<file path="config.mk">
export PLATFORM = sky130hd
export DESIGN_NAME = pulse_sequencer
export DESIGN_NICKNAME = d
export VERILOG_FILES = /design/src/rtl/pulse_sequencer.sv
export SDC_FILE = /design/constraint.sdc
export NUM_CORES = 1
export LEC_CHECK = 0
export CORE_ASPECT_RATIO = 0.5
export CORE_MARGIN = 4
export CORE_UTILIZATION = 25
export CTS_BUF_LIST = sky130_fd_sc_hd__clkbuf_8
export CTS_CLUSTER_DIAMETER = 100
export DETAILED_ROUTE_END_ITERATION = 10
export PLACE_DENSITY = 0.42
export SYNTH_ARGS = -nofsm -noshare
export SYNTH_HDL_FRONTEND = slang
export SYNTH_SLANG_ARGS = --single-unit
</file>
<file path="constraint.sdc">
create_clock -name clk -period 7.4 [get_ports clk]
set_clock_uncertainty 0.05 [all_clocks]
set_input_delay 1.11 -clock clk [delete_from_list [all_inputs] [get_ports clk]]
set_output_delay 1.11 -clock clk [all_outputs]
set_load 0.02 [all_outputs]
</file>
<file path="src/rtl/pulse_sequencer.sv">
// Buffers (level, duration) symbols and plays them back-to-back, cycle-exact, with carrier gating.
// Optional build macro PULSE_SEQ_LOOP_EN: replays the buffered pass loop_count+1 times.
module pulse_sequencer #(
   parameter int unsigned TIMER_WIDTH = 16,
   parameter int unsigned FIFO_DEPTH  = 4
) (
   input  logic                        clk,
   input  logic                        sys_rst_n,
   input  logic                        sym_valid,
   output logic                        sym_ready,
   input  logic                        sym_level,
   input  logic [TIMER_WIDTH-1:0]      sym_duration,
   input  logic                        start,
   input  logic                        stop,
   input  logic                        flush,
   input  logic                        idle_level,
   input  logic                        carrier_mod,
   input  logic                        carrier_in,
`ifdef PULSE_SEQ_LOOP_EN
   input  logic [7:0]                  loop_count,
`endif
   output logic                        carrier_gate,
   output logic                        out,
   output logic                        busy,
   output logic                        done,
   output logic [$clog2(FIFO_DEPTH):0] fifo_count
);

   localparam int unsigned PW = $clog2(FIFO_DEPTH);
   localparam int unsigned CW = PW + 1;

   typedef enum logic {S_IDLE = 1'b0, S_RUN = 1'b1} state_t;
   typedef struct packed {
      logic                   level;
      logic [TIMER_WIDTH-1:0] dur;
   } sym_t;

   state_t                 state_q, state_d;
   sym_t                   mem_q [FIFO_DEPTH];
   logic [PW-1:0]          wr_ptr_q, wr_ptr_d, rd_ptr_q, rd_ptr_d, nxt_ptr;
   logic [CW-1:0]          count_q, count_d, free_n;
   logic                   level_q, level_d;
   logic [TIMER_WIDTH-1:0] cnt_q, cnt_d;
   logic                   done_q, done_d, gate_q, gate_d, base_q, base_d;
   logic                   load, fin, more, pop, wr_en;

`ifdef PULSE_SEQ_LOOP_EN
   logic [PW-1:0] play_ptr_q, play_ptr_d, pos_q, pos_d;
   logic [CW-1:0] pass_len_q, pass_len_d;
   logic [7:0]    pass_q, pass_d, loops_q, loops_d;
   logic          in_pass, is_final, is_first;

   assign in_pass  = (CW'(pos_q) + CW'(1)) < pass_len_q;
   assign is_final = (pass_q == loops_q);
   assign is_first = (pass_q == 8'd0);
   assign more     = in_pass || !is_final;
   assign sym_ready = (count_q != CW'(FIFO_DEPTH)) && (state_q != S_RUN);
`else
   assign more      = (count_q != '0);
   assign sym_ready = (count_q != CW'(FIFO_DEPTH));
`endif

   assign busy         = (state_q == S_RUN);
   assign done         = done_q;
   assign carrier_gate = gate_q;
   assign fifo_count   = count_q;
   // Carrier passes straight through during marks; everything else comes from registers.
   assign out          = gate_q ? carrier_in : base_q;

   // FSM state register
   always_ff @(posedge clk or negedge sys_rst_n) begin
      if (!sys_rst_n) state_q <= S_IDLE;
      else            state_q <= state_d;
   end

   // FSM next-state logic; abort (stop/flush) has priority over reload and completion
   always_comb begin
      state_d = state_q;
      load    = 1'b0;
      fin     = 1'b0;
      case (state_q)
         S_IDLE: begin
            if (start && !stop && !flush && (count_q != '0)) begin
               load    = 1'b1;
               state_d = S_RUN;
            end
         end
         S_RUN: begin
            if (stop || flush) begin
               state_d = S_IDLE;
            end else if (cnt_q == '0) begin
               if (more) begin
                  load = 1'b1;
               end else begin
                  fin     = 1'b1;
                  state_d = S_IDLE;
               end
            end
         end
         default: state_d = S_IDLE;
      endcase
   end

   // FIFO pointer and occupancy update
   always_comb begin
      nxt_ptr = rd_ptr_q;
      pop     = load;
      free_n  = '0;
`ifdef PULSE_SEQ_LOOP_EN
      pop = 1'b0;
      if (state_q == S_IDLE) begin
         pop = load && (loop_count == 8'd0);
      end else if (in_pass) begin
         nxt_ptr = play_ptr_q + PW'(1);
         pop     = load && is_final;
      end else begin
         pop = load && ((pass_q + 8'd1) == loops_q);
      end
      // Entries already played but still held for later passes are released on stop.
      if ((state_q == S_RUN) && stop && !flush) begin
         if (is_final) free_n = is_first ? '0 : (pass_len_q - CW'(pos_q) - CW'(1));
         else          free_n = is_first ? (CW'(pos_q) + CW'(1)) : pass_len_q;
      end
`endif
      wr_en    = sym_valid && sym_ready && !flush;
      wr_ptr_d = wr_ptr_q + PW'(wr_en);
      if (flush) begin
         count_d  = '0;
         rd_ptr_d = wr_ptr_q;
      end else begin
         count_d  = count_q + CW'(wr_en) - CW'(pop) - free_n;
         rd_ptr_d = rd_ptr_q + PW'(pop) + free_n[PW-1:0];
      end
   end

   // FSM output / symbol datapath next values
   always_comb begin
      level_d = level_q;
      cnt_d   = cnt_q;
      if (load) begin
         level_d = mem_q[nxt_ptr].level;
         cnt_d   = mem_q[nxt_ptr].dur;
      end else if ((state_q == S_RUN) && (cnt_q != '0)) begin
         cnt_d = cnt_q - TIMER_WIDTH'(1);
      end
      done_d = fin;
      gate_d = (state_d == S_RUN) && level_d && carrier_mod;
      base_d = (state_d == S_RUN) ? level_d : idle_level;
`ifdef PULSE_SEQ_LOOP_EN
      play_ptr_d = load ? nxt_ptr : play_ptr_q;
      pos_d      = pos_q;
      pass_d     = pass_q;
      loops_d    = loops_q;
      pass_len_d = pass_len_q;
      if (load && (state_q == S_IDLE)) begin
         pos_d      = '0;
         pass_d     = 8'd0;
         loops_d    = loop_count;
         pass_len_d = count_q;
      end else if (load) begin
         if (in_pass) begin
            pos_d = pos_q + PW'(1);
         end else begin
            pos_d  = '0;
            pass_d = pass_q + 8'd1;
         end
      end
`endif
   end

   always_ff @(posedge clk) begin
      if (wr_en) mem_q[wr_ptr_q] <= '{level: sym_level, dur: sym_duration};
   end

   always_ff @(posedge clk or negedge sys_rst_n) begin
      if (!sys_rst_n) begin
         wr_ptr_q <= '0;
         rd_ptr_q <= '0;
         count_q  <= '0;
         level_q  <= 1'b0;
         cnt_q    <= '0;
         done_q   <= 1'b0;
         gate_q   <= 1'b0;
         base_q   <= 1'b0;
      end else begin
         wr_ptr_q <= wr_ptr_d;
         rd_ptr_q <= rd_ptr_d;
         count_q  <= count_d;
         level_q  <= level_d;
         cnt_q    <= cnt_d;
         done_q   <= done_d;
         gate_q   <= gate_d;
         base_q   <= base_d;
      end
   end

`ifdef PULSE_SEQ_LOOP_EN
   always_ff @(posedge clk or negedge sys_rst_n) begin
      if (!sys_rst_n) begin
         play_ptr_q <= '0;
         pos_q      <= '0;
         pass_q     <= 8'd0;
         loops_q    <= 8'd0;
         pass_len_q <= '0;
      end else begin
         play_ptr_q <= play_ptr_d;
         pos_q      <= pos_d;
         pass_q     <= pass_d;
         loops_q    <= loops_d;
         pass_len_q <= pass_len_d;
      end
   end
`endif

endmodule

</file>
==> results of run 1 <==
[sequential cells by signal (all words and copies together) (netlist names)]
| name | count |
|---|---|
| base_q | 1 |
| busy | 1 |
| carrier_gate | 1 |
| cnt_q | 16 |
| done | 1 |
| fifo_count | 3 |
| level_q | 1 |
| mem_q | 68 |
| nxt_ptr | 2 |
| wr_ptr_q | 2 |
[critical path, cell delays in order]
cell and delay, ns:
clkdlybuf4s50_1 0.56, or2_2 0.38, or3_1 0.67, o31ai_2 0.33, buf_4 0.26, ha_1 0.26
inv_1 0.05, ha_1 0.13, inv_1 0.05, fa_1 0.37, xnor2_1 0.16, nor2_1 0.06
[power groups by stage]
stage	sequential, mW	combinational, mW	clock (mW)
global route	0.800	0.473	0.384
floorplan	0.755	0.314	0
global placement	0.792	0.432	0
detailed placement	0.796	0.436	0
CTS	0.784	0.438	0.361
finish	0.783	0.429	0.347
[final timing paths]
path,from,to,depth (start not counted)
max in group asynchronous,sys_rst_n,fifo_count[0],2
min in group asynchronous,sys_rst_n,cnt_q[10],2
hold / removal,level_q,level_q,1
setup reg to reg,cnt_q[0],fifo_count[2],13
hold reg to reg,level_q,level_q,1
setup / recovery,flush,fifo_count[2],12
[layer usage]
metal,track usage,vias up
li1,-,1138
met5,0,-
met1,0.146,1216
met4,0.0283,0
met2,0.143,38
met3,0.0272,8
[placed cells by master, fill, tap and decap left out, types with 4 or more instances in the layout]
master and n:
nor3_1 14, edfxtp_1 68, clkdlybuf4s50_1 33, dfrtp_1 28, o21ai_0 4, nand3_1 15
inv_8 4, mux2_2 4, ha_1 6, nor2_1 9, a32oi_1 7, clkbuf_8 9
nand2_1 11, or3_1 11, buf_4 7, mux4_2 17, inv_1 9, o211ai_1 5
[area by class of cell]
type / instances / area, µm² / area share
timing repair buffer: 40 / 383 / 0.0775
clock inverter: 7 / 78.8 / 0.0160
inverter: 9 / 33.8 / 0.00684
sequential: 96 / 2740 / 0.555
tap: 221 / 277 / 0.0560
multi-input combinational: 151 / 1300 / 0.263
clock buffer: 9 / 124 / 0.0251
[stage by stage]
step,cell area [µm²],cells
floorplan,4130,270
global placement,4730,517
detailed placement,4730,517
CTS,4940,533
global route,4940,533
finish,4940,533
[kinds of logic (layout without fill, tap and decap cells)]
kind of cell             Yosys count  in the layout  synth area share
flip-flops                        96             96             0.664
AO/OA/AOI/OAI                     31             31            0.0558
multiplexers                      23             23             0.108
buffers and inverters             23             65            0.0239
adder cells (fa/ha/maj)            7              7            0.0230
XOR/XNOR                           5              5            0.0106
AND/OR/NAND/NOR                   85             85             0.114
[cells in the mapped netlist]
library cell / n
edfxtp_1: 68
dfrtp_1: 28
mux4_2: 17
nand3_1: 15
nor3_1: 15
nand2_1: 11
or3_1: 11
inv_1: 9
nor2_1: 9
a32oi_1: 7
clkbuf_1: 7
ha_1: 6
o211ai_1: 5
buf_2: 4
mux2_2: 4
o21ai_0: 4
a211oi_1: 3
a21oi_1: 3
nand3b_1: 3
nor4_1: 3
o31ai_1: 3
or4_1: 3
xnor2_1: 3
and3_1: 2
buf_1: 2
mux2i_1: 2
nand2b_1: 2
nand4_1: 2
nor2b_1: 2
o311ai_0: 2
or2_2: 2
or4_4: 2
xor2_1: 2
a22oi_1: 1
buf_6: 1
fa_1: 1
nor4b_1: 1
o21ai_1: 1
o311ai_1: 1
o31ai_2: 1
or3b_2: 1
or4b_1: 1
==> impl_metrics.py, run 1 <==
metrics = {
    "status": {
        "status": "finished clean",
    },
    "clock_tree": {
        "ctsHoldBuffers": 0,
        "h-tree-depth": 3,
        "cts_resized": 0,
        "post_cts_buffers": 0,
        "clock-root-buffer": "clkbuf_8",
        "clk_latency_ns": 0.36,
        "cts_buffer_depth": 2,
        "tritoncts": "yes",
        "path_clk_slew_ns": 0.10,
        "cts_sinks": 96,
        "cts_made_buffers": 9,
    },
    "sta": {
        "grt_setup_unrepaired": "false",
        "fin_crit_sh": 0.570,
        "fin_ws_ns": 3.19,
        "min_period_ns": 4.21,
        "fmax_mhz": 237,
        "final.setup.tns_ns": 0,
        "whs_ns": 0.496,
        "worstMarginPinSlew_ns": 0.947,
        "finalMaxSlewViolations": 0,
        "setup-violations-final": 0,
        "maxSlewHeadroom": 0.367,
        "hold_viol": 0,
    },
    "pwr": {
        "vdd_drop_max_uv": 92.8,
        "p_total_mw": 1.56,
        "clockPowerShare": 0.222,
        "powerDensity_nw_per_um2": 316,
        "p_seq_frac": 0.502,
        "p_sw_frac": 0.345,
        "p_int_mw": 1.02,
        "combPwrFrac": 0.275,
        "leakage_nw": 1.65,
        "switchingPower_mw": 0.538,
    },
    "synthesis": {
        "synthCells": 270,
        "syn_area_per_cell_um2": 15.3,
        "yosysUniqueCellTypes": 42,
        "yosysWarnings": 0,
        "synth_seq_cells": 96,
        "synth.cell_area_um2": 4130,
        "yosysTopAreaCell": "edfxtp_1",
        "synthDominantCellAreaShare": 0.495,
        "synth_nets": 303,
        "synthTopCellsByArea": "edfxtp_1 (49%), dfrtp_1 (17%), mux4_2 (9.3%)",
        "yosysSeqAreaShare": 0.664,
    },
    "critical_path": {
        "worstPathRequired_ns": 7.59,
        "path_class": "input pin to flip-flop",
        "worst_setup_path_start_kind": "input pin",
        "arrival_ns": 4.41,
        "cp_max_fo": 18,
        "critical_path.endpoint_type": "flip-flop",
        "ff2ff_setup_slack_ns": 4.11,
    },
    "floorplan": {
        "rows": 32,
        "dieWidth_um": 190,
        "dieArea_um2": 18800,
        "core-area_um2": 15800,
        "initial_core_util": 0.262,
        "die_h_um": 98.9,
        "ios": 34,
    },
    "drt": {
        "wl_met3_um": 317,
        "ant_nets": 0,
        "drt-wirelength-per-cell_um": 16.8,
        "drt_iter0_markers": 123,
        "drcViolationCount": 0,
        "drt-pass1-iter-count": 4,
        "top_layer": "met4",
        "routed_wl_um": 8960,
        "vias": 2400,
        "m1WireLength_um": 4650,
        "routed_via_density": 4.50,
        "wl_met2_um": 3890,
    },
    "run": {
        "max_cap_viol_count": 0,
    },
    "placement": {
        "dp_slack_ns": 2.82,
        "finalWeightedCongestion": 0.803,
        "hpwl_um": 5920,
        "portBuffers": 33,
    },
    "finish": {
        "nFillCells": 1582,
        "antenna_cells": 0,
        "drive_gt1_frac": 0.163,
        "finish.utilization": 0.313,
        "area_delta_synth_final_pct": 19.6,
        "nets": 340,
    },
    "grt": {
        "gr-total-overflow": 0,
        "first_global_vias": 2372,
        "grt_max_degree": 29,
        "grt_use_total": 0.0990,
        "grt_pass1_wl_um": 14200,
        "antenna_found_initial": 0,
    },
    "hold_path": {
        "hold_class": "flip-flop to flip-flop",
    },
}
No activity file was read; power rests on OpenSTA's default activity.
==> inputs of run 2 (changes only) <==
Settings changed: PLACE_DENSITY 0.42 to 0.43.
Clock period 7.4 ns to 3.4 ns, I/O delays scaled along.
==> impl_metrics.py, run 2 (synthesized netlist as in run 1, its figures left out) <==
metrics = {
    "clock_tree": {
        "tritoncts": "yes",
        "post_cts_buffers": 0,
        "path_clk_slew_ns": 0.10,
        "cts_made_buffers": 9,
        "h-tree-depth": 3,
        "ctsHoldBuffers": 0,
        "cts_buffer_depth": 2,
        "clock-root-buffer": "clkbuf_8",
        "cts_resized": 0,
        "cts_sinks": 96,
        "clk_latency_ns": 0.36,
    },
    "placement": {
        "portBuffers": 33,
        "hpwl_um": 6230,
        "placed_cells": 522,
        "dp_slack_ns": 0.166,
        "finalWeightedCongestion": 0.782,
    },
    "drt": {
        "drt-pass1-iter-count": 4,
        "routed_wl_um": 8880,
        "vias": 2420,
        "drt-wirelength-per-cell_um": 16.5,
        "ant_nets": 0,
        "drcViolationCount": 0,
        "drt_iter0_markers": 106,
        "routed_via_density": 4.50,
    },
    "hold_path": {
        "hold_class": "flip-flop to flip-flop",
        "min-delay-start": "level_q",
    },
    "finish": {
        "area_delta_synth_final_pct": 19.7,
        "most-common-layout-cells": "edfxtp_1 (68), clkdlybuf4s50_1 (33), dfrtp_1 (28), mux4_2 (17), nand3_1 (15)",
        "multiInputGateArea_um2": 1290,
        "nFillCells": 1577,
        "antenna_cells": 0,
        "finalNonFillerCells": 538,
        "nets": 345,
        "regArea_um2": 2740,
        "largest_reg_flops": 68,
        "largest_register": "mem_q",
        "drive_gt1_frac": 0.177,
        "layout_commonest_cell": "edfxtp_1",
    },
    "grt": {
        "globalRouteMet2Util": 0.157,
        "grt_use_total": 0.0986,
        "use_met1": 0.133,
        "grt_max_degree": 29,
        "gr-total-overflow": 0,
        "use_met3": 0.0301,
        "grt.busiest_layer": "met2",
        "antenna_found_initial": 0,
        "grt_pass1_wl_um": 14000,
        "first_global_vias": 2491,
    },
    "sta": {
        "finalMaxSlewViolations": 0,
        "maxSlewHeadroom": 0.248,
        "worstMarginPinSlew_ns": 1.13,
        "setup-violations-final": 0,
        "fmax_mhz": 328,
        "hold_viol": 0,
        "min_period_ns": 3.05,
        "fin_ws_ns": 0.353,
        "final.setup.tns_ns": 0,
        "grt_setup_unrepaired": "false",
        "fin_crit_sh": 0.896,
    },
    "critical_path": {
        "cp_slowest_stage_delay_ns": 0.45,
        "slowest_stage": "or4b_1",
        "worst_setup_path_start_kind": "flip-flop",
        "cp_max_fo": 6,
        "path_class": "flip-flop to flip-flop",
        "cp_cell_sequence": "inv_1 -> ha_1 -> or4b_1 -> or3_1 -> o31ai_2 -> ha_1 -> inv_1 -> ha_1 -> inv_1 -> fa_1 -> xnor2_1 -> nor2_1",
        "arrival_ns": 3.25,
        "r2r-start": "cnt_q[0]",
        "worstPathRequired_ns": 3.61,
        "critical_path.endpoint_type": "flip-flop",
        "crit_path_start": "cnt_q[0]",
    },
    "pwr": {
        "powerDensity_nw_per_um2": 669,
        "p_total_mw": 3.31,
        "leakage_nw": 1.66,
        "vdd_drop_max_uv": 193,
    },
    "floorplan": {
        "initial_core_util": 0.262,
        "dieWidth_um": 190,
        "dieArea_um2": 18800,
        "core-area_um2": 15800,
        "die_h_um": 98.9,
        "ios": 34,
        "rows": 32,
    },
    "status": {
        "status": "finished clean",
    },
    "run": {
        "max_cap_viol_count": 0,
    },
}
run 2: cell types whose count changed in the layout (fill, tap and decap cells not counted), moves of 2 or more:
| cell | previous run | this run |
|---|---|---|
| clkinvlp_4 | 0 | 2 |
| inv_8 | 4 | 1 |
| buf_4 | 7 | 12 |
| clkinv_2 | 0 | 2 |
run 2: final timing paths:
check | endpoint | slack (ns) | cells after the start
worst max register to register | fifo_count[2] | 0.35 | 12
max in group asynchronous | cnt_q[12] | 2.54 | 2
min in group asynchronous | cnt_q[5] | 0.48 | 2
worst max-delay path | fifo_count[2] | 0.35 | 12
worst min-delay path | level_q | 0.47 | 1
worst min register to register | level_q | 0.47 | 1
run 2: layout make-up:
class / instances / area share
clock buffer: 9 / 0.0251
clock inverter: 7 / 0.0109
inverter: 9 / 0.00683
multi-input combinational: 151 / 0.261
sequential: 96 / 0.555
tap: 221 / 0.0559
timing repair buffer: 45 / 0.0850
run 2: power by group:
group          switching (mW)  internal [mW]  total, mW
logic                   0.465          0.454      0.919
clock network           0.406          0.274      0.679
registers               0.233           1.48       1.71
run 2: layer usage:
metal / vias up / part of all wire
li1: 1154 / -
met1: 1222 / 0.48
met2: 37 / 0.46
met3: 7 / 0.042
met4: 0 / 0.010
met5: - / 0
run 2: worst max-delay path: cells and delay by family (launching register included):
| kind | cells | cell delay, ns |
|---|---|---|
| AND/OR/NAND/NOR | 3 | 0.92 |
| XOR/XNOR | 1 | 0.17 |
| buffers and inverters | 3 | 0.20 |
| AO/OA/AOI/OAI | 1 | 0.23 |
| flip-flops | 1 | 0.44 |
| adder cells (fa/ha/maj) | 4 | 0.93 |
run 2: per-stage QoR:
step	hold WS (ns)	utilization	area (µm²)
final	0.471	0.313	4940
after global placement	0.446	0.302	4770
after CTS	0.473	0.313	4940
after global routing	0.492	0.313	4940
after detailed placement	0.457	0.302	4770
after floorplan	0.164	-	4130
